**config.mk**
```make
export PLATFORM = sky130hd
export DESIGN_NAME = fpmul_credit_sink_flat
export DESIGN_NICKNAME = d
export VERILOG_FILES = /design/src/rtl/fpmul_credit_sink_if.sv /design/src/rtl/fpmul_credit_sink.sv /design/src/flat_wrapper.sv
export SDC_FILE = /design/constraint.sdc
export NUM_CORES = 1
export LEC_CHECK = 0
export CORE_MARGIN = 10
export CORE_UTILIZATION = 38
export DETAILED_ROUTE_END_ITERATION = 7
export REMOVE_ABC_BUFFERS = 1
export SLEW_MARGIN = 20
export SYNTH_ARGS = -nofsm -noshare
export SYNTH_HDL_FRONTEND = slang
export SYNTH_SLANG_ARGS = --single-unit
```
**constraint.sdc**
```tcl
create_clock -name clk -period 8.52 [get_ports clk]
set_clock_uncertainty 0.1 [all_clocks]
set_input_delay 1.704 -clock clk [delete_from_list [all_inputs] [get_ports clk]]
set_output_delay 1.704 -clock clk [all_outputs]
set_load 0.02 [all_outputs]
```
**src/rtl/fpmul_credit_sink_if.sv**
```systemverilog
`default_nettype none
// ============================================================================
// Module      : fpmul_credit_sink_if
// Description : Issue/return handshake from fpmul plus the drain stream toward
//               the downstream consumer.
// Revision    : 1.0 - initial release
// ============================================================================
interface fpmul_credit_sink_if #(
    parameter int WIDTH = 64
);
    logic             mul_pushin;
    logic             issue_ok;
    logic             mul_push;
    logic [WIDTH-1:0] mul_r;
    logic             pushout;
    logic [WIDTH-1:0] r;
    logic             stopin;

    modport master (
        output mul_pushin, mul_push, mul_r, stopin,
        input  issue_ok, pushout, r
    );

    modport slave (
        input  mul_pushin, mul_push, mul_r, stopin,
        output issue_ok, pushout, r
    );
endinterface
`default_nettype wire

```
**src/rtl/fpmul_credit_sink.sv**
```systemverilog
`default_nettype none
// ============================================================================
// Module      : fpmul_credit_sink
// Description : Credit-managed result FIFO behind fpmul, which cannot stall.
// Revision    : 1.0 - initial release
// ============================================================================
module fpmul_credit_sink #(
    parameter int WIDTH = 64,
    parameter int DEPTH = 16,
    parameter int LAT   = 9
) (
    input  wire logic                clk,
    input  wire logic                rst,
    fpmul_credit_sink_if.slave       bus,
    output logic                     credit_err
);
    localparam int c_cnt_w = $clog2(DEPTH + 1);
    localparam int c_ptr_w = $clog2(DEPTH);
    localparam logic [c_cnt_w-1:0] c_depth = c_cnt_w'(DEPTH);

    if ((DEPTH < 2) || ((DEPTH & (DEPTH - 1)) != 0) || (LAT < 1)) begin : g_bad_param
        $error("fpmul_credit_sink: DEPTH must be a power of 2 >= 2 and LAT >= 1");
    end

    logic [WIDTH-1:0]   mem [DEPTH];
    logic [c_cnt_w-1:0] r_count;
    logic [c_cnt_w-1:0] r_inflight;
    logic [c_ptr_w-1:0] r_wr_ptr;
    logic [c_ptr_w-1:0] r_rd_ptr;
    logic               r_credit_err;

    logic               w_pushout;
    logic               w_read;
    logic               w_full;
    logic               w_wr;
    logic               w_drop;
    logic               w_ret;
    logic               w_err_a;
    logic               w_err_b;
    logic               w_issue_ok;
    logic [c_cnt_w:0]   w_committed;

    // Credits cover both stored entries and products still inside fpmul.
    assign w_committed = {1'b0, r_count} + {1'b0, r_inflight};
    assign w_issue_ok  = w_committed < {1'b0, c_depth};

    always_comb begin
        w_pushout = (r_count != '0);
        w_read    = w_pushout & ~bus.stopin;
        w_full    = (r_count == c_depth);
        w_wr      = bus.mul_push & (~w_full | w_read);
        w_drop    = bus.mul_push & w_full & ~w_read;
        w_ret     = bus.mul_push & (r_inflight != '0);
        w_err_a   = bus.mul_pushin & ~w_issue_ok;
        w_err_b   = bus.mul_push & (r_inflight == '0);
    end

    always_ff @(posedge clk) begin
        if (rst) begin
            r_count      <= '0;
            r_inflight   <= '0;
            r_wr_ptr     <= '0;
            r_rd_ptr     <= '0;
            r_credit_err <= 1'b0;
        end else begin
            case ({w_wr, w_read})
                2'b10:   r_count <= r_count + 1'b1;
                2'b01:   r_count <= r_count - 1'b1;
                default: r_count <= r_count;
            endcase
            // An over-issue still counts, but never beyond DEPTH.
            if (bus.mul_pushin && !w_ret && (r_inflight != c_depth)) begin
                r_inflight <= r_inflight + 1'b1;
            end else if (!bus.mul_pushin && w_ret) begin
                r_inflight <= r_inflight - 1'b1;
            end
            if (w_wr) begin
                r_wr_ptr <= r_wr_ptr + 1'b1;
            end
            if (w_read) begin
                r_rd_ptr <= r_rd_ptr + 1'b1;
            end
            if (w_err_a || w_err_b || w_drop) begin
                r_credit_err <= 1'b1;
            end
        end
    end

    always_ff @(posedge clk) begin
        if (w_wr) begin
            mem[r_wr_ptr] <= bus.mul_r;
        end
    end

    assign bus.pushout  = w_pushout;
    assign bus.r        = w_pushout ? mem[r_rd_ptr] : '0;
    assign bus.issue_ok = w_issue_ok;
    assign credit_err   = r_credit_err;
endmodule
`default_nettype wire

```
**src/flat_wrapper.sv**
```systemverilog
// flat-port wrapper written by rule: the top's interface ports become plain ports
module fpmul_credit_sink_flat 
#(
    parameter int WIDTH = 64,
    parameter int DEPTH = 16,
    parameter int LAT   = 9
)
  (clk, rst, credit_err, bus_mul_pushin, bus_mul_push, bus_mul_r, bus_stopin, bus_issue_ok, bus_pushout, bus_r);
  fpmul_credit_sink_if #(.WIDTH(WIDTH)) bus_i ();
  input  wire logic clk;
  input  wire logic rst;
  output logic credit_err;
  input wire logic [$bits(bus_i.mul_pushin)-1:0] bus_mul_pushin;
  input wire logic [$bits(bus_i.mul_push)-1:0] bus_mul_push;
  input wire logic [$bits(bus_i.mul_r)-1:0] bus_mul_r;
  input wire logic [$bits(bus_i.stopin)-1:0] bus_stopin;
  output wire logic [$bits(bus_i.issue_ok)-1:0] bus_issue_ok;
  output wire logic [$bits(bus_i.pushout)-1:0] bus_pushout;
  output wire logic [$bits(bus_i.r)-1:0] bus_r;
  assign bus_i.mul_pushin = bus_mul_pushin;
  assign bus_i.mul_push = bus_mul_push;
  assign bus_i.mul_r = bus_mul_r;
  assign bus_i.stopin = bus_stopin;
  assign bus_issue_ok = bus_i.issue_ok;
  assign bus_pushout = bus_i.pushout;
  assign bus_r = bus_i.r;
  fpmul_credit_sink #(.WIDTH(WIDTH), .DEPTH(DEPTH), .LAT(LAT)) u_core (.clk(clk), .rst(rst), .bus(bus_i), .credit_err(credit_err));
endmodule
```
# Word level (Yosys, flattened, before mapping)
# Memories as Yosys holds them, arrays and structs flattened. A register that Yosys moved wholly into a read port is not among the register bits.
# Cells that the tools add are included.
# W data, S select, Z words.
[classes]
eq_ne = 4
n_div = 0
bitwise_logic = 12
mux = 8
n_addsub = 7
n_mul = 0
magnitude_cmp = 1
n_reduce_logical = 12
shift = 0
[op_table]
columns = ["op", "count"]
rows = [
  ["$mux W64", 1],
  ["$add A5 B1 Y5 const B", 2],
  ["$mux W5", 2],
  ["$pmux W5 S2", 1],
  ["$reduce_bool A5 Y1", 2],
  ["$sub A5 B1 Y5 const B", 2],
  ["$add A4 B1 Y4 const B", 2],
  ["$mux W4", 2],
  ["$and A1 B1 Y1", 7],
  ["$add A5 B5 Y6", 1],
  ["$lt A6 B5 Y1 const B", 1],
  ["$eq A5 B5 Y1 const B", 1],
  ["$logic_not A5 Y1", 1],
  ["$ne A5 B5 Y1 const B", 1],
  ["$not A1 Y1", 4],
  ["$reduce_bool A2 Y1", 2],
  ["$logic_and A1 B1 Y1", 3],
  ["$eq A2 B1 Y1 const B", 1],
  ["$eq A2 B2 Y1 const B", 1],
  ["$logic_not A1 Y1", 2],
  ["$logic_or A1 B1 Y1", 2],
  ["$mux W1", 2],
  ["$or A1 B1 Y1", 1],
]
[totals]
in_bits = 69
n_memories = 1
wordCells = 50
register_bits = 19
latchBits = 0
ram_bits = 1024
output_inout_bits = 67
rom_bits = 0
[memory_table]
columns = ["memory", "depth", "word_bits", "read_ports", "rd_clocked_by_memory_dff", "wr", "line", "source"]
rows = [
  ["u_core.mem", 16, 64, 1, 1, 1, "fpmul_credit_sink.sv:25", "logic [WIDTH-1:0] mem [DEPTH];"],
]

# Longest topological paths before layout
# Gate-level depths: netlist (run 1).
[logic_depth]
depth_word = 6
ltp_mapped = 13
depth_no_buf = 10

# Worst setup path before layout (run 1)
# OpenSTA, ideal clock, no wires.
[synth_path]
path_kind = "input port to flip-flop"
start = "in bus_stopin"
end = "mem u_core.mem[0][0] (enable)"
arrival_ns = 6.489
path_buffers = 0
required_ns = 7.855
setup_time_ns = 0.565
path_stages = 4
slack_ns = 1.366
path_cell_list = "nand2_1 > o21a_1 > nand2_1 > nor3_1"
[synth_between]
elab_chain_cells = 6
[synth_lines]
columns = ["item", "line", "source"]
rows = [
  ["start, declared", "flat_wrapper.sv:16", "input wire logic [$bits(bus_i.stopin)-1:0] bus_stopin;"],
  ["$not A1 Y1", "fpmul_credit_sink.sv:49", "w_read = w_pushout & ~bus.stopin;"],
  ["$and A1 B1 Y1", "fpmul_credit_sink.sv:49", ""],
  ["$or A1 B1 Y1", "fpmul_credit_sink.sv:51", "w_wr = bus.mul_push & (~w_full | w_read);"],
  ["$and A1 B1 Y1", "fpmul_credit_sink.sv:51", ""],
  ["$mux W1", "fpmul_credit_sink.sv:90", "if (w_wr) begin"],
  ["$mux W1 (implied by the code)", "fpmul_credit_sink.sv:91", "mem[r_wr_ptr] <= bus.mul_r;"],
  ["end, declared", "fpmul_credit_sink.sv:25", ""],
]
# No other way between the ends.

==> summary.md, run 1 <==
| Metric | Value |
|---|---|
| Mapped Cells | 1,744 |
| Peak supply drop | 0.182 mV |
| Worst EP required | 6.72 ns |
| Cell taking the most area after synthesis | edfxtp_1 |
| Sequential share of power | 44.9% |
| Filler cells | 8,720 |
| Fin. max-slew vios | 0 |
| TritonCTS clock tree | built |
| Area share of the largest cell type after synthesis | 76.4% |
| Finished Layout Cells | 3,409 |
| All-Layer GR Usage | 15.5% |
| Critical-path top delay cell | buf_4 |
| Power density cells | 281 nW/µm² |
| Register area share after synthesis | 77.6% |
| Critical-path cell list | buf_4 > buf_4 > mux4_2 > mux2_2 > a221o_1 > clkdlybuf4s50_1 |
| Total routed wirelength | 93,800 µm |
| Number of cells after detailed placement | 3,220 |
| Initial Util | 38.2% |
| Clock buffer depth | 3 |
| Global-route wire length before repair | 138,000 µm |
| Initial antenna violation count | 16 |
| Layout cells sized above 1 | 26.0% |
| Die area | 119,000 µm² |
| Async set or reset register ratio after synthesis | 0% |
| Hold Path Class | reg2reg |
| Core area | 105,000 µm² |
| Syn-to-layout area delta | 15.7% |
| GRT Max-Usage Layer | met2 |
| Post-Syn Area | 40,200 µm² |
| Final Cycle Share | 75.3% |
| Hold_buf cts | 0 |
| Count leader, synth | edfxtp_1 |
| Pleak | 14.1 nW |
| Final net count | 2,021 |
| Crit-path most repeated cell | buf_4 |
| Fin crit period | 6.41 ns |
| Post-synth top cells | edfxtp_1 (1,024), mux4_2 (256), nor2b_1 (67), mux2_2 (66), a221o_1 (62) |
| Vias in the first global route | 20,100 |
| DRT Pass-1 Iters | 5 |
| Setup crit end kind | primary output |
| Port Buf Inserts | 135 |
| Top-level port count | 136 |
| Logic pwr share | 21.9% |
| Clk_lat worst skew | 0.67 ns |
| H-tree lvl count | 3 |
| Max-cap violations | 0 |
| Status | finished clean |
| # clock sinks | 1,047 |
| Critical path startpoint category | flip-flop |
| Synth Warn # | 0 |
| Hold Vio Cnt, Final | 0 |
| Power share of the clock group | 33.2% |
| Number of flops mapped to enable cells by yosys | 1,024 |
| Psw | 0.00351 W |
| Rows | 119 |
| Actual slew at the worst max-slew pin | 1.09 ns |
| Unrepaired setup endpoints after global routing | false |
| Worst Path Arrival | 4.61 ns |
| Placer congestion estimate | 0.705 |
| Post-CTS Setup Bufs | 0 |
| Total negative setup slack | 0 ns |
| Flops & latches, synth | 1,047 |
| Die height | 345 µm |
| Global-route met1 utilization | 20.7% |
| Fmax | 0.156 GHz |
| Grt met2 use | 25.6% |
| Reg2reg setup slack | 4.84 ns |
| Mapped Avg Cell Area | 23.1 µm² |
| Remaining DRCs | 0 |
| Clock transition at the registers of the reported paths | 0.06 ns |
| Hold slack final | 0.420 ns |
| Resized Gates After CTS | 0 |
| Total global routing overflow | 0 |
| Placed Instance Area | 43,300 µm² |
| WL per Instance | 27.5 µm |
| Post-DRT Antenna Nets | 0 |
| Drt via density | 5.47 |
| Crit path kind | reg2out |
| Distinct cells, synth | 45 |
| Vias | 18,700 |
| Max Fanout on Critical Path | 55 |
| Cell area after layout | 46,600 µm² |
| Top_reg_cell synth | edfxtp_1 |
| Sw Share | 26.8% |
| Max-slew headroom | 26.3% |
| Endpoints failing setup | 0 |
| Internal | 0.00959 W |
| Die width | 345 µm |
| GR Util met3 | 3.22% |
| Slowest stage delay, CP | 0.85 ns |
| Drt initial violations | 1,603 |
| CTS buffer count | 105 |
| Post-DP HPWL | 48,900 µm |
| CTS root buffer | clkbuf_16 |
| Synth area leaders | edfxtp_1 (76%), mux4_2 (14%), mux2_2 (1.8%) |
| Largest net degree at the start of global routing | 109 |
## power by group through the flow
stage          Sequential [W]  Clock (W)  Combinational, W
2_1_floorplan         0.00616          0           0.00189
3_3_place_gp          0.00598          0           0.00290
3_5_place_dp          0.00599          0           0.00293
4_1_cts               0.00589    0.00444           0.00294
5_1_grt               0.00590    0.00464           0.00307
6_report              0.00588    0.00435           0.00287
## per-stage QoR
step | power (W) | utilization (%) | setup WS, ns
2_1_floorplan | 0.00805 | - | -3.45
3_3_place_gp | 0.00888 | 41.2 | 2.80
3_5_place_dp | 0.00892 | 41.2 | 2.75
4_1_cts | 0.0133 | 44.2 | 2.03
5_1_grt | 0.0136 | 44.2 | 1.95
6_report | 0.0131 | 44.2 | 2.11
## registers in the layout (all words and copies together), names as in the netlist, named ones only
register	cells
u_core.r_count	5
u_core.mem	1024
u_core.r_rd_ptr	4
u_core.credit_err	1
u_core.r_wr_ptr	4
u_core.r_inflight	5
## logic make-up (layout without fill, tap and decap cells)
kind of cell	after synthesis	in the layout	synth area share (%)
flip-flops	1047	1047	77.6
multiplexers	324	324	16.2
AND/OR/NAND/NOR	140	140	1.91
AO/OA/AOI/OAI	106	106	2.26
buffers and inverters	101	372	1.32
adder cells (fa/ha/maj)	16	16	0.516
XOR/XNOR	10	10	0.218
other	0	3	0
## layout by cell type, fill, tap and decap left out, types with 3 or more instances in the layout
master and instances:
inv_6 3, nor2_1 14, mux4_2 256, clkbuf_1 26, diode_2 3, nor2_4 14
nor2b_1 67, mux2_2 66, a21o_1 3, clkinv_2 15, o211ai_1 3, a211oi_1 3
a21oi_1 16, edfxtp_1 1024, clkinv_1 24, nand2_1 14, nand2b_1 4, clkdlybuf4s50_1 135
buf_4 38, nand3_1 7, a221o_1 62, a211o_1 3, nor4_1 3, buf_12 4
xor2_1 6, nor3_2 4, clkbuf_16 105, dfxtp_4 3, o21ai_0 5, xnor2_1 4
inv_1 9, bufinv_16 7, ha_1 15, dfxtp_1 20, nor3_1 5
## per-layer routing
layer  part of all wire, %  wire (µm)  vias up
li1                      -          -     7809
met1                    42      39500    10200
met2                    50      46600      520
met3                   6.2       5830      126
met4                   1.8       1710       22
met5                  0.14        133        -
## critical path, delay by kind of cell, from the launching register on
family | cells | cell delay (ns)
muxes | 2 | 0.68
AOI/OAI and AO/OA | 1 | 0.41
DFF | 1 | 0.57
buffers and inverters | 3 | 2.18
## final cells by class
| cell class | count | area [µm²] | area share [%] |
|---|---|---|---|
| clock inverter | 55 | 480 | 1.03 |
| clock buffer | 131 | 2730 | 5.85 |
| antenna | 3 | 7.51 | 0.0161 |
| tap | 1391 | 1740 | 3.74 |
| inverter | 9 | 33.8 | 0.0726 |
| sequential | 1047 | 31200 | 67.1 |
| timing repair buffer | 177 | 1720 | 3.69 |
| multi-input combinational | 596 | 8630 | 18.5 |
## final timing paths
path | end | cells past startpoint | startpoint
worst max-delay path | bus_r[54] | 6 | flip-flop
worst min-delay path | flip-flop | 2 | u_core.r_rd_ptr[3]$_SDFFE_PP0P_
worst max register to register | u_core.mem[7][17]$_DFFE_PP_ | 5 | u_core.r_count[2]$_SDFFE_PP0P_
worst min register to register | flip-flop | 2 | u_core.r_rd_ptr[3]$_SDFFE_PP0P_
Power figures use the tool's default switching activity.
==> run 2, diff against run 1 <==
- clock period: 8.52 -> 6 ns (I/O delays scaled with it)
==> summary.md, run 2 (synthesized netlist as in run 1, its figures left out) <==
| Metric | Value |
|---|---|
| Status | finished clean |
| Fin. max-slew vios | 0 |
| Family with the most delay on the worst path | buffers and inverters |
| Buf/Inv on CP | 2 |
| Overall Power | 0.0191 W |
| Hold Vio Cnt, Final | 0 |
| WL per Instance | 26.0 µm |
| Top-level port count | 136 |
| Clk_lat worst skew | 0.68 ns |
| Post-CTS Setup Bufs | 0 |
| Reg2reg setup slack | 2.70 ns |
| WP depth | 6 |
| Number of cells after detailed placement | 3,229 |
| Final Cycle Share | 89.8% |
| Hold slack final | 0.411 ns |
| Biggest register | u_core.mem |
| Post-DP HPWL | 48,900 µm |
| Total global routing overflow | 0 |
| Total routed wirelength | 89,100 µm |
| Peak supply drop | 0.264 mV |
| Vias | 18,400 |
| Power density cells | 404 nW/µm² |
| Hold_buf cts | 0 |
| Worst EP required | 4.70 ns |
| Final setup margin | 0.610 ns |
| Critical-path cell list | or4_1 > nor2_4 > nor2_4 > buf_4 > a221o_1 > clkdlybuf4s50_1 |
| Crit path kind | reg2out |
| Max Fanout on Critical Path | 39 |
| CTS buffer count | 107 |
| Most frequent cells in the layout | edfxtp_1 (1,024), mux4_2 (256), clkdlybuf4s50_1 (135) |
| Post-DRT Antenna Nets | 0 |
| Biggest regs | u_core.mem (1024), u_core.r_count (5), u_core.r_inflight (5) |
| Die width | 345 µm |
| Final net count | 2,032 |
| Clock transition at the registers of the reported paths | 0.06 ns |
| Commonest non-fill, non-tap cell in the layout | edfxtp_1 |
| Max-cap violations | 0 |
| Drt via density | 5.37 |
| All-Layer GR Usage | 14.7% |
| TritonCTS clock tree | built |
| Final Util | 44.8% |
| Layout cells sized above 1 | 26.9% |
| Initial antenna violation count | 8 |
| # clock sinks | 1,047 |
| Placer congestion estimate | 0.705 |
| Slowest stage delay, CP | 0.71 ns |
| Vias in the first global route | 19,700 |
| Critical-path top delay cell | buf_4 |
| Largest net degree at the start of global routing | 67 |
| Post-place setup slack | 1.30 ns |
| Global-route wire length before repair | 133,000 µm |
| Clock buffer depth | 3 |
| Fmax | 0.186 GHz |
| Worst Path Arrival | 4.09 ns |
| R2r worst-path depth | 9 |
| Port Buf Inserts | 135 |
| Drt initial violations | 1,614 |
| Remaining DRCs | 0 |
| Die area | 119,000 µm² |
| H-tree lvl count | 3 |
| Endpoints failing setup | 0 |
| Unrepaired setup endpoints after global routing | false |
| Filler cells | 8,721 |
| Rows | 119 |
| Syn-to-layout area delta | 17.2% |
| Initial Util | 38.2% |
| Reg2reg start | u_core.r_count[0]$_SDFFE_PP0P_ |
| Launch point of the worst path | u_core.r_count[2]$_SDFFE_PP0P_ |
| Core area | 105,000 µm² |
| Max FFs per register | 1,024 |
| CTS root buffer | clkbuf_16 |
| Die height | 345 µm |
| Fin crit period | 5.39 ns |
| Crit-path most repeated cell | nor2_4 |
| Actual slew at the worst max-slew pin | 1.00 ns |
| Pleak | 14.3 nW |
| Max-slew headroom | 33.1% |
| Critical path startpoint category | flip-flop |
| Setup crit end kind | primary output |
| Hold Path Class | reg2reg |
| Resized Gates After CTS | 0 |
| DRT Pass-1 Iters | 7 |
| Finished Layout Cells | 3,423 |
| Critical Path End | bus_r[19] |
| Reg2reg end | u_core.r_count[4]$_SDFFE_PP0P_ |
-- run 2: cell count changes in the layout (fill, tap and decap cells not counted), moves of 2 or more --
cell and change:
buf_12 +17, buf_4 -8, bufinv_16 +6, clkbuf_1 +2
clkbuf_16 +3, clkbuf_8 +3, clkinv_1 -9, clkinv_2 -6
clkinv_4 +2, clkinvlp_4 +4
-- run 2: layout make-up --
type / count / area, µm² / share of cell area [%]
Clock buffer: 139 / 2850 / 6.04
Clock inverter: 53 / 678 / 1.44
Multi-Input combinational cell: 596 / 8630 / 18.3
Tap cell: 1391 / 1740 / 3.69
Antenna cell: 2 / 5.00 / 0.0106
Inverter: 9 / 33.8 / 0.0716
Sequential cell: 1047 / 31200 / 66.2
Timing Repair Buffer: 186 / 2000 / 4.23
-- run 2: metrics by stage --
step	setup TNS [ns]	cell area (µm²)
after detailed placement	0	43600
after floorplan	-471.31	39700
after global routing	0	47200
after CTS	0	47200
after global placement	0	43600
final	0	47200
-- run 2: worst reg2reg max path, stage by stage, from the launching register on --
cell     delay [ns]
dfxtp_1        0.38
nor4_1         0.83
a21oi_1        0.32
ha_1           0.37
xor2_1         0.19
ha_1           0.22
a21oi_1        0.19
nand2_1        0.07
a21oi_1        0.18
mux2_2         0.35
-- run 2: report_power, final --
| group | leakage [nW] | switching, W | internal (W) |
|---|---|---|---|
| registers | 9.44 | 0.000184 | 0.00821 |
| logic | 3.14 | 0.00207 | 0.00195 |
| clock network | 1.69 | 0.00273 | 0.00392 |
| total | 14.3 | 0.00498 | 0.0141 |
-- run 2: metal layers --
layer / GRT usage, % / vias to the layer above / part of all wire [%]
met5: 0 / - / 0.082
li1: - / 7842 / -
met4: 3.64 / 12 / 1.7
met2: 24.1 / 430 / 49
met3: 3.15 / 115 / 5.8
met1: 19.9 / 9970 / 43
-- run 2: how the worst min path moves through the flow --
| stage | from | end | slack, ns | cells past startpoint |
|---|---|---|---|---|
| finish | u_core.r_rd_ptr[3]$_SDFFE_PP0P_ | flip-flop | 0.41 | 2 |
| global route | u_core.r_wr_ptr[1]$_SDFFE_PP0P_ | u_core.r_wr_ptr[1]$_SDFFE_PP0P_ | 0.46 | 2 |
| CTS | u_core.r_rd_ptr[3]$_SDFFE_PP0P_ | flip-flop | 0.41 | 2 |
| detailed placement | u_core.r_rd_ptr[3]$_SDFFE_PP0P_ | flip-flop | 0.40 | 2 |
| global placement | u_core.r_wr_ptr[1]$_SDFFE_PP0P_ | u_core.r_wr_ptr[1]$_SDFFE_PP0P_ | 0.40 | 2 |
| floorplan | u_core.r_wr_ptr[1]$_SDFFE_PP0P_ | u_core.r_wr_ptr[1]$_SDFFE_PP0P_ | 0.37 | 2 |
==> run 3, diff against run 2 <==
- ABC_AREA: default -> 1
==> summary.md, run 3 <==
| Metric | Value |
|---|---|
| Vias | 26,500 |
| Top-level port count | 136 |
| Peak supply drop | 0.380 mV |
| Sequential share of power | 41.3% |
| Resized Gates After CTS | 0 |
| Psw | 0.00668 W |
| Reg area | 31,200 µm² |
| CTS buffer count | 107 |
| Filler cells | 9,812 |
| H-tree lvl count | 3 |
| Total routed wirelength | 111,000 µm |
| Post-Syn Area | 41,900 µm² |
| TritonCTS clock tree | built |
| Count leader, synth | edfxtp_1 |
| Global-route met1 utilization | 23.6% |
| Syn-to-layout area delta | 14.7% |
| Clock transition at the registers of the reported paths | 0.06 ns |
| All-Layer GR Usage | 17.2% |
| Footprint of the multi-input gates | 9640 µm² |
| Cell taking the most area after synthesis | edfxtp_1 |
| Synth area leaders | edfxtp_1 (73%), nor2_1 (7.5%), o21ai_0 (5.7%) |
| CTS root buffer | clkbuf_16 |
| Actual slew at the worst max-slew pin | 1.10 ns |
| Die area | 124,000 µm² |
| Endpoints failing setup | 0 |
| Biggest register | u_core.mem |
| Vias in the first global route | 25,100 |
| Core area | 109,000 µm² |
| Placer congestion estimate | 0.745 |
| Power density cells | 419 nW/µm² |
| Total global routing overflow | 0 |
| Post-synth top cells | edfxtp_1 (1,024), nor2_1 (843), o21ai_0 (476), nand3_1 (288), nand2_1 (236) |
| Layout cells sized above 1 | 6.72% |
| Max-cap violations | 0 |
| Setup crit end kind | primary output |
| Clk_lat worst skew | 0.67 ns |
| Cell area after layout | 48,100 µm² |
| Hold Path Class | reg2reg |
| Async set or reset register ratio after synthesis | 0% |
| Post-DRT Antenna Nets | 0 |
| # clock sinks | 1,047 |
| Initial Util | 38.4% |
| Hold Crit Start | u_core.r_rd_ptr[3]$_SDFFE_PP0P_ |
| Pleak | 15.7 nW |
| Largest net degree at the start of global routing | 251 |
| Max-slew headroom | 26.7% |
| Rows | 121 |
| Reg2reg start | u_core.r_count[0]$_SDFFE_PP0P_ |
| Logic pwr share | 28.3% |
| Drt via density | 5.28 |
| Mapped Cells | 3,368 |
| Worst Path Arrival | 3.78 ns |
| Initial antenna violation count | 9 |
| Most frequent cells in the layout | edfxtp_1 (1,024), nor2_1 (827), o21ai_0 (476) |
| Fmax | 0.197 GHz |
| Power share of the clock group | 30.4% |
| Final net count | 3,541 |
| Post-CTS Setup Bufs | 0 |
| Placed Instance Area | 44,900 µm² |
| Clock buffer depth | 3 |
| Mapped Avg Cell Area | 12.4 µm² |
| Die width | 352 µm |
| Number of flops mapped to enable cells by yosys | 1,024 |
| Critical path startpoint category | flip-flop |
| Synth Warn # | 0 |
| Sw Share | 33.1% |
| Remaining DRCs | 0 |
| Area share of the largest cell type after synthesis | 73.4% |
| Fin crit period | 5.08 ns |
| Hold Vio Cnt, Final | 0 |
| Max Fanout on Critical Path | 126 |
| Status | finished clean |
| Global-route wire length before repair | 165,000 µm |
| GR Util met3 | 3.51% |
| Fin. max-slew vios | 0 |
| Die height | 352 µm |
| Unrepaired setup endpoints after global routing | false |
| Crit path kind | reg2out |
| Internal | 0.0135 W |
| Register area share after synthesis | 74.5% |
| Biggest regs | u_core.mem (1024), u_core.r_count (5), u_core.r_inflight (5) |
| Top_reg_cell synth | edfxtp_1 |
| Distinct cells, synth | 28 |
| GRT Max-Usage Layer | met2 |
| Final Cycle Share | 84.7% |
| Worst EP required | 4.70 ns |
| Post-DP HPWL | 54,100 µm |
| Max FFs per register | 1,024 |
| WL per Instance | 22.2 µm |
| Final Util | 44.0% |
| Flops & latches, synth | 1,047 |
| Port Buf Inserts | 135 |
| DRT Pass-1 Iters | 5 |
| Commonest non-fill, non-tap cell in the layout | edfxtp_1 |
| Drt initial violations | 2,992 |
| Hold_buf cts | 0 |
| Grt met2 use | 27.7% |
run 3: cell count changes after synthesis, moves of 66 or more:
cell	before	now
nor2b_1	67	0
nor2_1	26	843
clkbuf_1	24	104
o21ai_0	5	476
nand3_1	7	288
o211ai_1	3	104
mux2_2	66	0
nand2_1	14	236
a21oi_1	17	83
mux4_2	256	0
run 3: power groups by stage:
stage | clock (W) | sequential (W) | combinational [W]
3_3_place_gp | 0 | 0.00847 | 0.00572
6_report | 0.00614 | 0.00832 | 0.00570
4_1_cts | 0.00624 | 0.00832 | 0.00578
3_5_place_dp | 0 | 0.00847 | 0.00576
2_1_floorplan | 0 | 0.00879 | 0.00341
5_1_grt | 0.00654 | 0.00834 | 0.00633
run 3: cells by family after synthesis:
family,count (synthesis),synth area share [%]
AND/OR/NAND/NOR,1379,13.3
XOR/XNOR,8,0.167
flip-flops,1047,74.5
buffers and inverters,247,2.83
AO/OA/AOI/OAI,671,8.76
adder cells (fa/ha/maj),16,0.496
run 3: per-layer routing:
metal / routed length [µm] / vias to the layer above / part of all wire (%)
met5: 63 / - / 0.057
met4: 2360 / 12 / 2.1
met3: 8100 / 138 / 7.3
met2: 52400 / 897 / 47
met1: 48300 / 13200 / 43
li1: - / 12300 / -
run 3: layout make-up:
type | count | area share, %
Antenna cell | 1 | 0.00521
Clock buffer | 139 | 5.91
Clock inverter | 57 | 0.750
Inverter | 29 | 0.297
Multi-Input combinational cell | 2074 | 20.1
Sequential cell | 1047 | 65.0
Tap cell | 1476 | 3.84
Timing Repair Buffer | 197 | 4.20
run 3: metrics by stage:
step	hold WS (ns)	cells	total power [W]	setup TNS (ns)	setup WS, ns
floorplan	0.347	3150	0.0122	-717.88	-11.27
detailed placement	0.383	4823	0.0142	0	1.68
CTS	0.393	5019	0.0203	0	0.946
global route	0.423	5020	0.0212	0	0.727
global placement	0.368	4823	0.0142	0	1.67
finish	0.400	5020	0.0202	0	0.921
run 3: path summary, 6_finish.rpt:
path                                 to  slack (ns)  cells after the start
max reg2reg  u_core.mem[6][8]$_DFFE_PP_        2.87                      7
min reg2reg                   flip-flop        0.40                      2
min                           flip-flop        0.40                      2
max                           bus_r[54]        0.92                      9
run 3: critical path, stage by stage (launching register included):
cell	delay [ns]
dfxtp_4	0.54
buf_12	0.45
buf_4	0.55
nor2_1	0.10
nor2_1	0.09
o21ai_0	0.10
nand3_1	0.10
nand3_1	0.09
a21oi_1	0.25
clkdlybuf4s50_1	0.67
